$ cat config.mk
export PLATFORM = sky130hd
export DESIGN_NAME = pipe_addsub
export DESIGN_NICKNAME = d
export VERILOG_FILES = /design/src/rtl/pipe_addsub_pkg.sv /design/src/rtl/addsub_slice.sv /design/src/rtl/full_adder.sv /design/src/rtl/pipe_addsub.sv
export SDC_FILE = /design/constraint.sdc
export NUM_CORES = 1
export LEC_CHECK = 0
export ABC_CLOCK_PERIOD_IN_PS = 7300
export BUFFER_PORTS_ARGS = -buffer_cell sky130_fd_sc_hd__buf_2
export CORE_UTILIZATION = 35
export CTS_CLUSTER_SIZE = 16
export DETAILED_ROUTE_END_ITERATION = 10
export GPL_TIMING_DRIVEN = 0
export PLACE_DENSITY = 0.6
export SLEW_MARGIN = 20
export SYNTH_ARGS = -nofsm -noshare
export SYNTH_HDL_FRONTEND = slang
export SYNTH_HIERARCHICAL = 1
export SYNTH_SLANG_ARGS = --single-unit
$ cat constraint.sdc
create_clock -name clk -period 7.3 [get_ports clk]
set_clock_uncertainty 0.2 [all_clocks]
set_input_delay 1.46 -clock clk [delete_from_list [all_inputs] [get_ports clk]]
set_output_delay 1.46 -clock clk [all_outputs]
set_load 0.01 [all_outputs]
$ cat src/rtl/pipe_addsub_pkg.sv
// Shared elaboration helpers for the pipelined adder/subtractor:
// chunk-width derivation and parameter legality.
package pipe_addsub_pkg;

  function automatic int unsigned chunk_of(int unsigned width, int unsigned stages);
    return (stages == 0) ? width : width / stages;
  endfunction

  function automatic bit params_legal(int unsigned width, int unsigned stages);
    return (stages >= 1) && (stages <= width) && ((width % stages) == 0);
  endfunction

endpackage

$ cat src/rtl/addsub_slice.sv
// Combinational CHUNK-bit ripple adder built from full_adder cells.
// cmsb is the carry into the top bit, used for signed overflow.
module addsub_slice #(
  parameter int unsigned CHUNK = 4
) (
  input  logic [CHUNK-1:0] a,
  input  logic [CHUNK-1:0] b,
  input  logic             cin,
  output logic [CHUNK-1:0] s,
  output logic             cout,
  output logic             cmsb
);

  logic [CHUNK:0] c;

  assign c[0] = cin;

  for (genvar i = 0; i < CHUNK; i++) begin : g_bit
    full_adder u_fa (
      .a   (a[i]),
      .b   (b[i]),
      .cin (c[i]),
      .s   (s[i]),
      .cout(c[i+1])
    );
  end

  assign cout = c[CHUNK];
  assign cmsb = c[CHUNK-1];

endmodule

$ cat src/rtl/full_adder.sv
// One-bit full adder cell.
module full_adder (
  input  logic a,
  input  logic b,
  input  logic cin,
  output logic s,
  output logic cout
);

  assign s    = a ^ b ^ cin;
  assign cout = (a & b) | (cin & (a ^ b));

endmodule

$ cat src/rtl/pipe_addsub.sv
// Pipelined ripple-carry adder/subtractor: one CHUNK-bit slice per stage, carry
// registered between stages, valid/ready handshake with a single global advance.
module pipe_addsub
  import pipe_addsub_pkg::*;
#(
  parameter int unsigned WIDTH  = 16,
  parameter int unsigned STAGES = 4
) (
  input  logic             clk,
  input  logic             rst,
  input  logic             in_valid,
  output logic             in_ready,
  input  logic [WIDTH-1:0] in_a,
  input  logic [WIDTH-1:0] in_b,
  input  logic             in_cin,
  input  logic             in_sub,
  output logic             out_valid,
  input  logic             out_ready,
  output logic [WIDTH-1:0] out_sum,
  output logic             out_cout,
  output logic             out_ovf
);

  localparam int unsigned CHUNK = chunk_of(WIDTH, STAGES);

  if (!params_legal(WIDTH, STAGES)) begin : g_bad_params
    $fatal(1, "pipe_addsub: WIDTH must be a multiple of STAGES and 1 <= STAGES <= WIDTH");
  end

  // Per-stage registers: operand delay lines, partial sum, inter-stage carry, valid.
  logic [WIDTH-1:0] a_q   [STAGES];
  logic [WIDTH-1:0] b_q   [STAGES];
  logic [WIDTH-1:0] sum_q [STAGES];
  logic             c_q   [STAGES];
  logic             v_q   [STAGES];
  logic             ovf_q;

  // Stage inputs: the port operands for stage 0, the predecessor registers otherwise.
  logic [WIDTH-1:0] a_in   [STAGES];
  logic [WIDTH-1:0] b_in   [STAGES];
  logic [WIDTH-1:0] sum_in [STAGES];
  logic             c_in   [STAGES];
  logic             v_in   [STAGES];

  logic adv;

  assign adv      = !v_q[STAGES-1] || out_ready;
  assign in_ready = adv;

  for (genvar k = 0; k < STAGES; k++) begin : g_stage
    logic [CHUNK-1:0] s_k;
    logic             co_k;
    logic             cm_k;
    logic [WIDTH-1:0] sum_nx;

    if (k == 0) begin : g_head
      assign a_in[k]   = in_a;
      assign b_in[k]   = in_sub ? ~in_b : in_b;
      assign c_in[k]   = in_sub ? ~in_cin : in_cin;
      assign sum_in[k] = '0;
      assign v_in[k]   = in_valid;
    end else begin : g_body
      assign a_in[k]   = a_q[k-1];
      assign b_in[k]   = b_q[k-1];
      assign c_in[k]   = c_q[k-1];
      assign sum_in[k] = sum_q[k-1];
      assign v_in[k]   = v_q[k-1];
    end

    addsub_slice #(
      .CHUNK(CHUNK)
    ) u_slice (
      .a   (a_in[k][k*CHUNK +: CHUNK]),
      .b   (b_in[k][k*CHUNK +: CHUNK]),
      .cin (c_in[k]),
      .s   (s_k),
      .cout(co_k),
      .cmsb(cm_k)
    );

    always_comb begin
      sum_nx                    = sum_in[k];
      sum_nx[k*CHUNK +: CHUNK]  = s_k;
    end

    // Data only moves with a valid token so bubbles leave registers untouched.
    always_ff @(posedge clk) begin
      if (rst) begin
        v_q[k]   <= 1'b0;
        a_q[k]   <= '0;
        b_q[k]   <= '0;
        sum_q[k] <= '0;
        c_q[k]   <= 1'b0;
      end else if (adv) begin
        v_q[k] <= v_in[k];
        if (v_in[k]) begin
          a_q[k]   <= a_in[k];
          b_q[k]   <= b_in[k];
          sum_q[k] <= sum_nx;
          c_q[k]   <= co_k;
        end
      end
    end

    if (k == STAGES - 1) begin : g_tail
      // Signed overflow: carry into the MSB differs from carry out of it.
      always_ff @(posedge clk) begin
        if (rst) begin
          ovf_q <= 1'b0;
        end else if (adv && v_in[k]) begin
          ovf_q <= co_k ^ cm_k;
        end
      end
    end
  end

  assign out_valid = v_q[STAGES-1];
  assign out_sum   = sum_q[STAGES-1];
  assign out_cout  = c_q[STAGES-1];
  assign out_ovf   = ovf_q;

endmodule

==> flow_metrics.py <==
metrics = {
    "run_status": {
        "outcome": "finished clean",
    },
    "cells_and_area": {
        "nets": 367,
        "layout-drive-gt1-share_pct": 27.0,
        "stdcell_area_um2": 4950,
        "antennaDiodeCount": 0,
        "synthToLayoutAreaGrowth_pct": 19.8,
        "final_common_cell": "edfxtp_1",
        "utilization_pct": 43.1,
        "fillCellCount": 1019,
        "final_cell_mix": "edfxtp_1, and2_1, buf_2, fa_1, xnor2_1",
    },
    "global_route": {
        "grt_pass1_wl_mm": 8.63,
        "grt_use_total_pct": 9.16,
        "antenna_found_initial": 0,
        "grt_pass1_vias": 1845,
        "grt_overflow": 0,
        "grt_max_degree": 30,
    },
    "run": {
        "maxCapViolations": 0,
    },
    "die": {
        "initial_core_util_pct": 36.0,
        "die_height_um": 111,
        "core_um2": 11500,
        "die_w_um": 111,
        "rows": 39,
        "die-area_um2": 12200,
        "io_pins": 58,
    },
    "drt": {
        "wl_mm": 5.08,
        "drt_iter0_markers": 70,
        "ant_nets": 0,
        "drc": 0,
        "vias_per_cell": 4.05,
        "detailroute.via_count": 1867,
        "dr.pass1.iters": 4,
        "wl_per_cell_um": 11.0,
    },
    "cts": {
        "hold_buffers": 0,
        "post_cts_buffers": 0,
        "cts_sinks": 97,
        "clkSlewWorstSetupHoldPaths_ns": 0.06,
        "cts_tree": "done",
        "clk_latency_ns": 0.34,
        "htreeDepth": 3,
        "cts_root_buffer": "clkbuf_16",
        "cts.path.max_buffers": 2,
        "cts_buffers": 9,
        "ctsResizeCount": 0,
    },
    "synthesis": {
        "synth_top_area_share_pct": 69.8,
        "netlist.top_cell.by_area": "edfxtp_1",
        "ys_warn_count": 6,
        "synthesis.area_um2": 4130,
        "synth_cell_type_count": 22,
        "ys_seq_area_share_pct": 70.3,
        "synth_fp_nets": 301,
        "syn_inst": 247,
        "synth_seq_cells": 97,
        "yosys-top-cells-area": "edfxtp_1, and2_1, fa_1, xnor2_1, nor2_1",
        "avgSynthCellArea_um2": 16.7,
    },
    "worst_hold_path": {
        "whs_path_depth": 1,
        "min_path_type": "flop to flop",
        "min_from": "a_q[0][31]",
        "whs_endpoint": "a_q[1][15]",
    },
    "worst_setup_path": {
        "arrival_ns": 3.81,
        "crit_path_start": "in_sub",
        "critPathLaunchType": "input port",
        "worstSetupEndpointType": "flop",
        "timing.rr.end": "out_ovf",
        "slowest_stage": "fa_1",
        "crit_top_cell": "fa_1",
        "critPathMaxFanout": 10,
        "r2r_cells": 6,
        "crit_buf_inv": 2,
        "r2r_start": "a_q[1][12]",
        "crit_type": "input port to flop",
        "cpPeakStageDelay_ns": 0.42,
        "cp_cell_sequence": "buf_2, buf_4, xor2_1, fa_1, fa_1, fa_1, fa_1, and2_1",
        "rrSetupSlack_ns": 4.52,
        "critical_path.top_delay_family": "adder cells",
        "worstPathRequired_ns": 7.19,
    },
    "timing": {
        "fin_hold_ws_ns": 0.312,
        "fin_crit_sh_pct": 53.7,
        "final_max_slew_viol_count": 0,
        "tightest_slew_ns": 0.934,
        "setup_viol_count_final": 0,
        "fmax_ghz": 0.255,
        "rsz0062_at_grt": "false",
        "final.min_clock_period_ns": 3.92,
        "slew_headroom_pct": 37.8,
        "hold_violations": 0,
        "tns_ns": 0,
    },
    "pwr": {
        "power_leakage_nw": 1.98,
        "power_w": 0.00130,
        "powerDensity_nw_per_um2": 263,
        "ir_drop_mv": 0.127,
    },
    "placed_design": {
        "dp_hpwl_mm": 3.88,
        "numPortBuffers": 55,
        "placed_area_um2": 4580,
        "place_congestion": 0.717,
    },
}
[synth_stat cells]
cell       n
edfxtp_1  96
nor2_1    12
inv_2      1
nand3b_4   1
dfxtp_1    1
nand2b_1   1
nor3b_4    2
xor2_1     5
clkbuf_2   1
xnor2_1   13
nor3b_2    1
and2_1    80
a311oi_1   1
buf_2      5
a21oi_1    1
a21o_1     4
buf_6      1
fa_1      16
buf_4      2
clkbuf_1   1
nor2b_4    1
inv_4      1
[registers in the layout (all words and copies together) (netlist names)]
signal and cells:
sum_q 40, a_q 24, b_q 24, c_q 4, v_q 4, out_ovf 1
[worst max path at each step]
stage                  end  cells past startpoint  slack, ns
6_report       sum_q[0][3]                      8       3.38
3_3_place_gp   sum_q[0][3]                      8       3.02
2_1_floorplan  sum_q[0][3]                      8       3.14
4_1_cts        sum_q[0][3]                      8       3.36
3_5_place_dp   sum_q[0][3]                      8       3.00
5_1_grt        sum_q[0][3]                      8       3.28
[routing by layer]
metal	up-vias	wire [um]	track usage [%]	part of all wire (%)
met5	-	0	0	0
met4	0	150	6.13	3.0
met2	61	2130	13.1	42
li1	979	-	-	-
met1	814	2490	12.2	49
met3	13	314	2.52	6.2
[kinds of logic (layout without fill, tap and decap cells)]
logic type,Yosys count,count (layout),synth area share (%)
AOI/OAI and AO/OA,6,6,1.06
xor gates and xnor gates,18,18,3.82
adders and majority gates,16,16,7.76
buffers and inverters,12,83,1.70
DFF,97,97,70.3
and+or+nand+nor,98,98,15.4
[power breakdown]
part	leakage [nW]	switching [W]	total [W]	internal (W)
logic	0.771	0.0000448	0.0000823	0.0000375
clock network	0.170	0.000186	0.000555	0.000369
registers	1.04	0.0000108	0.000664	0.000653
total	1.98	0.000241	0.00130	0.00106
[metrics by stage]
step / instances / setup slack (ns)
CTS: 461 / 3.36
floorplan: 247 / 3.14
detailed placement: 445 / 3.00
global placement: 445 / 3.02
finish: 461 / 3.38
global route: 461 / 3.28
[cell type report]
class / count / area, um2 / area share, %
Sequential cell: 97 / 2900 / 58.7
Multi-Input combinational cell: 138 / 1160 / 23.4
Timing Repair Buffer: 55 / 275 / 5.57
Clock buffer: 11 / 233 / 4.71
Tap cell: 143 / 179 / 3.62
Clock inverter: 5 / 128 / 2.58
Buffer: 10 / 60.1 / 1.21
Inverter: 2 / 10.0 / 0.202
Power figures use the tool's default switching activity.
